===== src/rtl/countdown_timer_c.sv =====
// rtl/countdown_timer_c.sv - loadable down-counter with expiry pulse, sticky pending flag and optional auto-reload
//
// Purpose:
//   Timebase for watchdogs, delay slots and periodic events. A loaded value
//   counts down to zero. Reaching zero raises a one-cycle expired pulse and
//   sets a sticky pending flag that the consumer clears with ack. With
//   auto_reload the count restarts from the last loaded value.
//
// Optional feature macro: COUNTDOWN_TIMER_PRESCALER_EN
//   When this macro is defined, the prescale port is added. Counting then
//   advances once every prescale+1 enabled cycles. When the macro is not
//   defined, every enabled cycle is a tick.
//
// Ports:
//   inner_clk      in   clock, all state updates on posedge
//   reset          in   synchronous, active-high
//   enable         in   count enable; count, state and prescaler hold when low
//   load           in   load D_IN into count and reload register (beats tick)
//   D_IN           in   load value
//   auto_reload    in   sampled at expiry: 1 = reload and keep running, 0 = stop
//   ack            in   clears pending (a same-cycle expiry wins)
//   prescale       in   tick every prescale+1 enabled cycles (prescaler build only)
//   D_OUT          out  current count (registered)
//   running        out  timer is actively counting
//   expired        out  registered one-cycle pulse after the count reaches 0
//   pending        out  sticky expiry flag
//   will_underflow out  combinational: running & tick & D_OUT == 1

module countdown_timer_c #(
  parameter int word_width     = 8,
  parameter int prescale_width = 4
) (
  input  logic                      inner_clk,
  input  logic                      reset,
  input  logic                      enable,
  input  logic                      load,
  input  logic [word_width-1:0]     D_IN,
  input  logic                      auto_reload,
  input  logic                      ack,
`ifdef COUNTDOWN_TIMER_PRESCALER_EN
  input  logic [prescale_width-1:0] prescale,
`endif
  output logic [word_width-1:0]     D_OUT,
  output logic                      running,
  output logic                      expired,
  output logic                      pending,
  output logic                      will_underflow
);

  // Reject parameter values the datapath cannot support at elaboration.
  if (word_width < 2) begin : g_bad_word_width
    $error("countdown_timer_c: word_width must be at least 2");
  end
  if (prescale_width < 1) begin : g_bad_prescale_width
    $error("countdown_timer_c: prescale_width must be at least 1");
  end

  typedef enum logic [1:0] {
    ST_IDLE = 2'd0,   // nothing loaded, or a zero was loaded
    ST_RUN  = 2'd1,   // decrementing on each tick
    ST_DONE = 2'd2    // expired without auto-reload, count parked at 0
  } state_t;

  localparam logic [word_width-1:0] count_zero = '0;
  localparam logic [word_width-1:0] count_one  = {{(word_width-1){1'b0}}, 1'b1};

  state_t                  state_q, state_nxt;
  logic [word_width-1:0]   count_q, count_nxt;
  logic [word_width-1:0]   reload_q, reload_nxt;
  logic                    expired_q, expired_nxt;
  logic                    pending_q, pending_nxt;
  logic                    tick;

`ifdef COUNTDOWN_TIMER_PRESCALER_EN
  // Prescaler: counts enabled RUN cycles. A tick fires on the cycle in which
  // the count equals prescale, so prescale is compared live. A change to
  // prescale therefore takes effect at the next compare.
  logic [prescale_width-1:0] psc_q, psc_nxt;
  logic                      psc_hit;

  assign psc_hit = (psc_q == prescale);
  assign tick    = enable & psc_hit;

  always_comb begin
    psc_nxt = psc_q;
    if (load) begin
      psc_nxt = '0;
    end else if (state_q != ST_RUN) begin
      psc_nxt = '0;
    end else if (enable) begin
      if (psc_hit) begin
        psc_nxt = '0;
      end else begin
        psc_nxt = psc_q + 1'b1;
      end
    end
  end

  always_ff @(posedge inner_clk) begin
    if (reset) begin
      psc_q <= '0;
    end else begin
      psc_q <= psc_nxt;
    end
  end
`else
  assign tick = enable;
`endif

  // Next-state and datapath decode. The priority order is load > tick > hold.
  // ack only touches pending, so it sits outside that chain.
  always_comb begin
    state_nxt   = state_q;
    count_nxt   = count_q;
    reload_nxt  = reload_q;
    expired_nxt = 1'b0;
    pending_nxt = pending_q & ~ack;

    if (load) begin
      count_nxt  = D_IN;
      reload_nxt = D_IN;
      state_nxt  = (D_IN != count_zero) ? ST_RUN : ST_IDLE;
    end else begin
      case (state_q)
        ST_RUN: begin
          if (tick) begin
            if (count_q == count_one) begin
              // Expiry. Setting pending here overrides a same-cycle ack.
              expired_nxt = 1'b1;
              pending_nxt = 1'b1;
              if (auto_reload) begin
                count_nxt = reload_q;
              end else begin
                count_nxt = count_zero;
                state_nxt = ST_DONE;
              end
            end else if (count_q != count_zero) begin
              count_nxt = count_q - count_one;
            end
          end
        end
        ST_IDLE, ST_DONE: begin
          // Parked. Only load or reset can leave these states.
        end
        default: begin
          state_nxt = ST_IDLE;
        end
      endcase
    end
  end

  always_ff @(posedge inner_clk) begin
    if (reset) begin
      state_q   <= ST_IDLE;
      count_q   <= '0;
      reload_q  <= '0;
      expired_q <= 1'b0;
      pending_q <= 1'b0;
    end else begin
      state_q   <= state_nxt;
      count_q   <= count_nxt;
      reload_q  <= reload_nxt;
      expired_q <= expired_nxt;
      pending_q <= pending_nxt;
    end
  end

  assign D_OUT          = count_q;
  assign running        = (state_q == ST_RUN);
  assign expired        = expired_q;
  assign pending        = pending_q;
  assign will_underflow = running & tick & (count_q == count_one);

endmodule

===== config.mk =====
export PLATFORM = sky130hd
export DESIGN_NAME = countdown_timer_c
export DESIGN_NICKNAME = d
export VERILOG_FILES = /design/src/rtl/countdown_timer_c.sv
export SDC_FILE = /design/constraint.sdc
export NUM_CORES = 1
export LEC_CHECK = 0
export CAP_MARGIN = 20
export CORE_MARGIN = 5
export CORE_UTILIZATION = 54
export DETAILED_ROUTE_END_ITERATION = 8
export PLACE_DENSITY = 0.84
export SYNTH_ARGS = -nofsm -noshare
export SYNTH_HDL_FRONTEND = slang
export SYNTH_SLANG_ARGS = --single-unit

===== constraint.sdc =====
create_clock -name inner_clk -period 3 [get_ports inner_clk]
set_input_delay 0.3 -clock inner_clk [delete_from_list [all_inputs] [get_ports inner_clk]]
set_output_delay 0.3 -clock inner_clk [all_outputs]
set_load 0.02 [all_outputs]

==> results of run 1 <==
## flip-flops by register name, indices dropped and copies added (netlist names)
register / flops
reload_q: 8
pending: 1
state_q: 2
expired: 1
D_OUT: 8
## stage by stage
step / instance area (um2) / setup WS (ns) / utilization
5_1_grt: 1530 / 0.352 / 0.693
4_1_cts: 1530 / 0.510 / 0.693
6_report: 1530 / 0.488 / 0.693
2_1_floorplan: 1240 / 1.11 / -
3_3_place_gp: 1500 / 0.953 / 0.677
3_5_place_dp: 1500 / 0.863 / 0.677
## critical path, stage by stage, from the launching register on
cell,delay [ns]
dfxtp_1,0.47
ha_1,0.28
nor4b_4,0.24
nand2_1,0.18
nor2_1,0.12
clkdlybuf4s50_1,0.61
## final timing paths
| kind | startpoint | to | slack (ns) | cells past startpoint |
|---|---|---|---|---|
| min | reload_q[4] | reload_q[4] | 0.47 | 2 |
| min reg2reg | reload_q[4] | reload_q[4] | 0.47 | 2 |
| max reg2reg | D_OUT[0] | D_OUT[0] | 1.04 | 6 |
| max | D_OUT[0] | will_underflow | 0.49 | 5 |
## layout by cell type, fill, tap and decap left out, types with 3 or more instances in the layout
cell type | synthesis | final
nor2_1 | 11 | 11
o21ai_0 | 3 | 3
nand3_1 | 4 | 4
a21oi_1 | 12 | 12
nor4_1 | 4 | 4
o211ai_1 | 3 | 3
o22ai_1 | 3 | 3
nand2_1 | 16 | 16
inv_1 | 9 | 9
dfxtp_1 | 20 | 20
ha_1 | 3 | 3
clkdlybuf4s50_1 | 0 | 25
mux2i_1 | 6 | 6
buf_4 | 1 | 4
nor3_1 | 6 | 6
clkbuf_4 | 0 | 3
## metal layers
layer  share of wire  wire, um  track usage
met1            0.44      1450        0.284
met4           0.016        51       0.0530
met3           0.080       262       0.0356
met5               0         0            0
met2            0.46      1500        0.337
## power groups by stage
stage / logic, mW / clock network, mW / registers (mW)
after global placement: 0.194 / 0 / 0.311
after floorplan: 0.129 / 0 / 0.312
final: 0.197 / 0.163 / 0.308
after CTS: 0.195 / 0.167 / 0.307
after global routing: 0.215 / 0.182 / 0.311
after detailed placement: 0.195 / 0 / 0.313
## area by class of cell
| type | instances | share of cell area |
|---|---|---|
| Clock buffer | 4 | 0.0237 |
| Multi-Input combinational cell | 108 | 0.488 |
| Inverter | 9 | 0.0220 |
| Timing Repair Buffer | 29 | 0.183 |
| Sequential cell | 20 | 0.261 |
| Tap cell | 28 | 0.0228 |
## cell families after synthesis
| logic type | count (synthesis) |
|---|---|
| compound gates | 40 |
| fa+ha+maj | 3 |
| buf+inv | 21 |
| flops | 20 |
| mux | 6 |
| simple gates | 59 |
==> results.ini, run 1 <==
[status]
run_status=finished clean

[timing]
setup_violations=0
min_period_ns=2.51
relSlewSlack=0.695
clock_skew_ns=0.00219
rsz0062_at_grt=no
worst_hold_slack_ns=0.468
fmaxAchievable_mhz=398
slew_viol_final=0
tightest_slew_ns=0.456
setup-tns-final_ns=0
finalHoldViolCount=0
fin_crit_sh=0.837

[floorplanning]
initial_core_util=0.561
die_h_um=57.9
core.rowCount=17
dieArea_um2=3360
boundaryPins=26
die_w_um=57.9
coreArea_um2=2210

[final_layout]
areaGrowthSynthToFinish_pct=23.6
nets=188
drive_above_1_share=0.106
seq_area_um2=400
n_fill_cell=201
fin_cells=198
diodes=0
multiInputGateArea_um2=748

[power]
power_switching_mw=0.219
swShare=0.328
ir_drop_v=0.000360
pwr-share-seq=0.461
power.total_mw=0.668
clock_power_share=0.243
power_density_nw_per_um2=435
pwr-share-comb=0.296
p_leak_nw=0.555
p_int_mw=0.449

[yosys]
synth_flop_cell=dfxtp_1
ys_ff_latch=20
synth_top_family_by_area=simple AND/OR/NAND/NOR gates
synth_compound_area_frac=0.238
synth_area_leaders=dfxtp_1 32%, a21oi_1 4.8%, mux2i_1 4.8%, nand2_1 4.8%, nor4b_4 3.8%
ys_types=49
syn-mean-instance-area_um2=8.33
ys_seq_area_frac=0.323
netlist.area_leader.share=0.323
synth_nets=166
synth_edf_count=0
yosysWarnings=0
synthSimpleGateAreaFrac=0.286
synth_xor_area_frac=0
yosysMostFrequentCell=dfxtp_1
async_flop_share=0
synthMuxAreaShare=0.0484
synth_common_cells=20 x dfxtp_1, 16 x nand2_1, 12 x a21oi_1
synth_fa_ha_area_frac=0.0302
syn_inst=149
synth.cell_area_um2=1240
synth_area_leader_cell=dfxtp_1

[global_routing]
overflow=0
antenna_found_initial=0
grt_max_degree=21
grt_pass1_vias=1185
grt_pass1_wl_mm=5.54
track_usage=0.207

[clocking]
clockBufferDepth=2
clkSlewWorstSetupHoldPaths_ns=0.12
postCtsSetupBuffers=0
cts_buffers=3
holdBufCountCts=0
cts_resized=0
htree_levels=1
cts_tree=done
ctsRootBufferMaster=clkbuf_4
insertion_delay_ns=0.30
cts_num_sinks=20

[worst_setup_path]
crit_fanout=7
start_kind=register
cp.required_ns=2.70
critPathCaptureType=output pin
path_class=reg2out
worstPathArrival_ns=2.21

[routing]
via_per_inst=6.36
vias=1259
firstDrtPassIters=4
drc=0
ant_nets=0
drt_wl_total_mm=3.26
drt_iter0_markers=79
wire_per_inst_um=16.5

[job]
drv_cap=0

[placed_design]
hpwlAfterDp_mm=2.39
portBuffers=25
place_congestion=0.910
placedCellCount=194

[worst_hold_path]
worstHoldPathType=reg2reg

No activity file was read; power rests on OpenSTA's default activity.
==> run 2, diff against run 1 <==
CORE_UTILIZATION = 50   (was 54)
PLACE_DENSITY = 0.78   (was 0.84)
clock period = 2.6 ns   (was 3 ns; I/O delays follow)
==> run 2 against run 1 <==
Against the previous run:
- global-route usage fell by 0.26 points
- die area rose by 6.6%
- final area rose by 0.24%
- non-clock buffer count rose by 2
- first-iteration DRC count fell by 5.1%
- utilization fell by 6.1 points
- via count rose by 1.5%
==> results.ini, run 2 (synthesized netlist as in run 1, its figures left out) <==
[power]
ir_drop_v=0.000297  ; -17%
power_density_nw_per_um2=479  ; +10%
p_leak_nw=0.557  ; +0.33%

[global_routing]
track_usage=0.205  ; -0.00257
grt_pass1_wl_mm=5.62  ; +1.5%
grt_max_degree=22  ; +4.8%
overflow=0  ; unchanged
antenna_found_initial=0  ; unchanged
grt_pass1_vias=1239  ; +4.6%

[placed_design]
hpwlAfterDp_mm=2.41  ; +0.78%
portBuffers=25  ; unchanged
placedCellCount=197  ; +1.5%
place_congestion=0.929  ; +2.1%

[job]
drv_cap=0  ; unchanged

[final_layout]
n_fill_cell=227  ; +13%
drive_above_1_share=0.111  ; +0.00523
areaGrowthSynthToFinish_pct=23.9
layout_commonest_cell=clkdlybuf4s50_1
nets=190  ; +1.1%
seq_area_um2=400  ; unchanged
diodes=0  ; unchanged
fin_cells=201  ; +1.5%
multiInputGateArea_um2=748  ; unchanged
final_cell_mix=25 x clkdlybuf4s50_1, 20 x dfxtp_1, 16 x nand2_1

[worst_setup_path]
path_cells=ha_1 > nor4b_4 > nand2_1 > nor2_1 > clkdlybuf4s50_1
worstPathArrival_ns=2.14  ; -0.07 ns
cp.required_ns=2.34  ; -0.36 ns
max_stage_delay_ns=0.61  ; about the same
crit_slowest_cell=clkdlybuf4s50_1
crit_fanout=7  ; unchanged
critPathBufInv=1  ; unchanged
critPathCaptureType=output pin
path_class=reg2out
cpLargestDelayFamily=buffers and inverters
start_kind=register

[timing]
fin_crit_sh=0.924
clock_skew_ns=0.00391  ; +0.00172 ns
worst_hold_slack_ns=0.474  ; +0.00586 ns
setup-tns-final_ns=0  ; unchanged
fmaxAchievable_mhz=416
rsz0062_at_grt=no
setup_violations=0  ; unchanged
relSlewSlack=0.718  ; +0.0230
tightest_slew_ns=0.422  ; -0.0344 ns
min_period_ns=2.40
finalHoldViolCount=0  ; unchanged
slew_viol_final=0  ; unchanged

[floorplanning]
coreArea_um2=2430  ; +10%
boundaryPins=26  ; unchanged
die_h_um=59.8  ; +3.3%
core.rowCount=18  ; +1
die_w_um=59.8  ; +3.3%
dieArea_um2=3580  ; +6.6%
initial_core_util=0.510  ; -0.0508

[clocking]
cts_num_sinks=20  ; unchanged
holdBufCountCts=0  ; unchanged
htree_levels=1  ; unchanged
cts_resized=0  ; unchanged
cts_tree=done
insertion_delay_ns=0.30  ; about the same
clkSlewWorstSetupHoldPaths_ns=0.11  ; about the same
cts_buffers=3  ; unchanged
postCtsSetupBuffers=1  ; +1
clockBufferDepth=2  ; unchanged
ctsRootBufferMaster=clkbuf_4

[routing]
via_per_inst=6.36  ; about the same
wire_per_inst_um=16.5  ; +0.26%
firstDrtPassIters=4  ; unchanged
drt_iter0_markers=75  ; -5.1%
ant_nets=0  ; unchanged
drc=0  ; unchanged
vias=1278  ; +1.5%
drt_wl_total_mm=3.32  ; +1.8%

[status]
run_status=finished clean

[worst_hold_path]
worstHoldPathType=reg2reg

==> run 2: metal layers <==
metal	routed length, um	GRT usage	vias to the layer above	share of wire
met5	0	0	-	0
met4	63	0.0949	0	0.019
met3	337	0.0389	7	0.10
met2	1560	0.329	76	0.47
met1	1360	0.263	593	0.41
li1	-	-	602	-
==> run 2: worst paths after layout <==
| kind | startpoint | to | slack, ns | cells after the start |
|---|---|---|---|---|
| setup reg to reg | D_OUT[0] | D_OUT[0] | 0.60 | 6 |
| hold reg to reg | reload_q[7] | reload_q[7] | 0.47 | 2 |
| setup / recovery | D_OUT[0] | will_underflow | 0.20 | 5 |
| hold / removal | reload_q[7] | reload_q[7] | 0.47 | 2 |
==> run 2: per-stage QoR <==
step                setup slack, ns  total power, mW  cell area, um2   util
floorplan                     0.749            0.509            1240      -
global placement              0.409            0.584            1510  0.620
detailed placement            0.345            0.588            1510  0.620
CTS                           0.207            0.739            1540  0.632
global route                 0.0927            0.780            1540  0.632
finish                        0.197            0.736            1540  0.632
==> run 2: layout make-up <==
| type | count | share of cell area |
|---|---|---|
| well taps | 30 | 0.0244 |
| inverters | 9 | 0.0220 |
| clock buffers | 3 | 0.0146 |
| flip-flops and latches | 20 | 0.260 |
| repair buffers | 31 | 0.192 |
| multi-input cells | 108 | 0.487 |
==> run 2: worst min-delay path: stages (launching register included) <==
cell	delay [ns]
dfxtp_1	0.33
nand2_1	0.06
a21oi_1	0.05
==> run 2: power breakdown <==
part,switching [mW],internal [mW]
combinational,0.123,0.109
sequential,0.0298,0.325
clock,0.0952,0.0541
==> run 3, diff against run 2 <==
PLACE_DENSITY = 0.74   (was 0.78)
==> run 3 against run 2 <==
Against the previous run:
- cell count unchanged
- sequential power about the same
- sequential share of layout area shrank 0.38 points
- power rose by 15%
- die area is the same
- maximum frequency is 3.7% higher
- final area is 1.5% higher
- via count decreased by 2.6%
- routed wire length rose by 2.7%
- largest cell class unchanged
==> results.ini, run 3 (synthesized netlist as in run 1, its figures left out) <==
[worst_hold_path]
worstHoldPathType=reg2reg
hold_start=reload_q[2]

[placed_design]
dpl_cell_area_um2=1510  ; unchanged
portBuffers=25  ; unchanged
place_congestion=0.947  ; +2.0%
post-place-ws_ns=0.621  ; +0.276 ns
placedCellCount=197  ; unchanged
hpwlAfterDp_mm=2.43  ; +0.89%

[worst_setup_path]
path_class=reg2out
cp.required_ns=2.34  ; about the same
crit_fanout=5  ; -2
critical_path_depth=6  ; +1
endpoint=will_underflow
start_kind=register
max_stage_delay_ns=0.62  ; about the same
crit_slowest_cell=clkdlybuf4s50_1
worstSetupStartpoint=D_OUT[1]
reg2regPathDepth=6  ; unchanged
rr_endpoint=D_OUT[0]
cpLargestDelayFamily=buffers and inverters
path_cells=inv_1 > ha_1 > nor4b_4 > nand2_1 > nor2_1 > clkdlybuf4s50_1
critPathBufInv=2  ; +1
r2r_slack_ns=0.66  ; +0.06 ns
regToRegStartpoint=D_OUT[0]
critPathCaptureType=output pin
worstPathArrival_ns=2.06  ; -0.08 ns

[global_routing]
grt_pass1_vias=1169  ; -5.6%
track_usage=0.208  ; +0.00320
grt_max_degree=21  ; -4.5%
antenna_found_initial=0  ; unchanged
overflow=0  ; unchanged
grt_pass1_wl_mm=5.62  ; unchanged

[routing]
via_per_inst=6.19  ; -2.6%
drt_wl_total_mm=3.41  ; +2.7%
drc=0  ; unchanged
ant_nets=0  ; unchanged
vias=1245  ; -2.6%
firstDrtPassIters=4  ; unchanged
drt_iter0_markers=108  ; +44%
wire_per_inst_um=17.0  ; +2.7%

[timing]
fin_crit_sh=0.892  ; -0.0326
rsz0062_at_grt=no
relSlewSlack=0.687  ; -0.0310
clock_skew_ns=0.000897  ; -0.00302 ns
setup_violations=0  ; unchanged
slew_viol_final=0  ; unchanged
worst_slack_ns=0.282  ; +0.0848 ns
tightest_slew_ns=0.467  ; +0.0456 ns
min_period_ns=2.32  ; -0.0848 ns
worst_hold_slack_ns=0.477  ; +0.00287 ns
fmaxAchievable_mhz=431  ; +3.7%
finalHoldViolCount=0  ; unchanged
setup-tns-final_ns=0  ; unchanged

[final_layout]
final_cell_mix=25 x clkdlybuf4s50_1, 20 x dfxtp_1, 16 x nand2_1
drive_above_1_share=0.111  ; unchanged
multiInputGateArea_um2=748  ; unchanged
areaGrowthSynthToFinish_pct=25.7
nets=189  ; -0.53%
layout_commonest_cell=clkdlybuf4s50_1
diodes=0  ; unchanged
n_fill_cell=215  ; -5.3%
seq_area_um2=400  ; unchanged
fin_area_um2=1560  ; +1.5%
fin_cells=201  ; unchanged

[clocking]
clockBufferDepth=2  ; unchanged
insertion_delay_ns=0.30  ; about the same
htree_levels=1  ; unchanged
cts_buffers=3  ; unchanged
clkSlewWorstSetupHoldPaths_ns=0.12  ; about the same
postCtsSetupBuffers=0  ; -1
cts_num_sinks=20  ; unchanged
cts_tree=done
cts_resized=0  ; unchanged
ctsRootBufferMaster=clkbuf_4
holdBufCountCts=0  ; unchanged

[power]
power_density_nw_per_um2=542  ; +13%
ir_drop_v=0.000523  ; +76%
p_leak_nw=0.566  ; +1.7%

[floorplanning]
coreArea_um2=2430  ; unchanged
die_w_um=59.8  ; unchanged
dieArea_um2=3580  ; unchanged
die_h_um=59.8  ; unchanged
boundaryPins=26  ; unchanged
initial_core_util=0.510  ; unchanged
core.rowCount=18  ; unchanged

[status]
run_status=finished clean

[job]
drv_cap=0  ; unchanged

[run 3: power breakdown]
group          total, mW  switching, mW  internal [mW]  leakage, nW
combinational      0.232          0.123          0.108        0.373
clock              0.258          0.102          0.156       0.0279
sequential         0.355         0.0300          0.325        0.165
total              0.845          0.256          0.589        0.566
[run 3: area by class of cell]
| class | instances | share of cell area |
|---|---|---|
| well taps | 30 | 0.0241 |
| flip-flops and latches | 20 | 0.257 |
| clock buffers | 3 | 0.0144 |
| clock inverters | 1 | 0.0192 |
| inverters | 9 | 0.0217 |
| repair buffers | 30 | 0.184 |
| multi-input cells | 108 | 0.480 |
[run 3: how the worst min path moves through the flow]
stage / slack [ns] / to / cells after the start
after global routing: 0.52 / reload_q[2] / 2
after global placement: 0.45 / reload_q[4] / 2
after detailed placement: 0.46 / reload_q[2] / 2
final: 0.48 / reload_q[2] / 2
after CTS: 0.48 / reload_q[2] / 2
after floorplan: 0.41 / reload_q[6] / 2
[run 3: tightest hold or removal path, delay by kind of cell (launching register included)]
| family | cells | cell delay, ns |
|---|---|---|
| AO/OA/AOI/OAI | 1 | 0.05 |
| flip-flops | 1 | 0.33 |
| AND/OR/NAND/NOR | 1 | 0.06 |
[run 3: layer usage]
metal	share of wire	wire (um)	track usage	up-vias
met3	0.085	289	0.0540	11
met4	0.028	95	0.0633	0
met2	0.46	1570	0.333	55
met1	0.43	1460	0.272	582
li1	-	-	-	597
met5	0	0	0	-
[run 3: through the flow]
| stage | utilization | total power [mW] |
|---|---|---|
| 2_1_floorplan | - | 0.509 |
| 3_3_place_gp | 0.620 | 0.587 |
| 3_5_place_dp | 0.620 | 0.589 |
| 4_1_cts | 0.641 | 0.847 |
| 5_1_grt | 0.641 | 0.889 |
| 6_report | 0.641 | 0.845 |
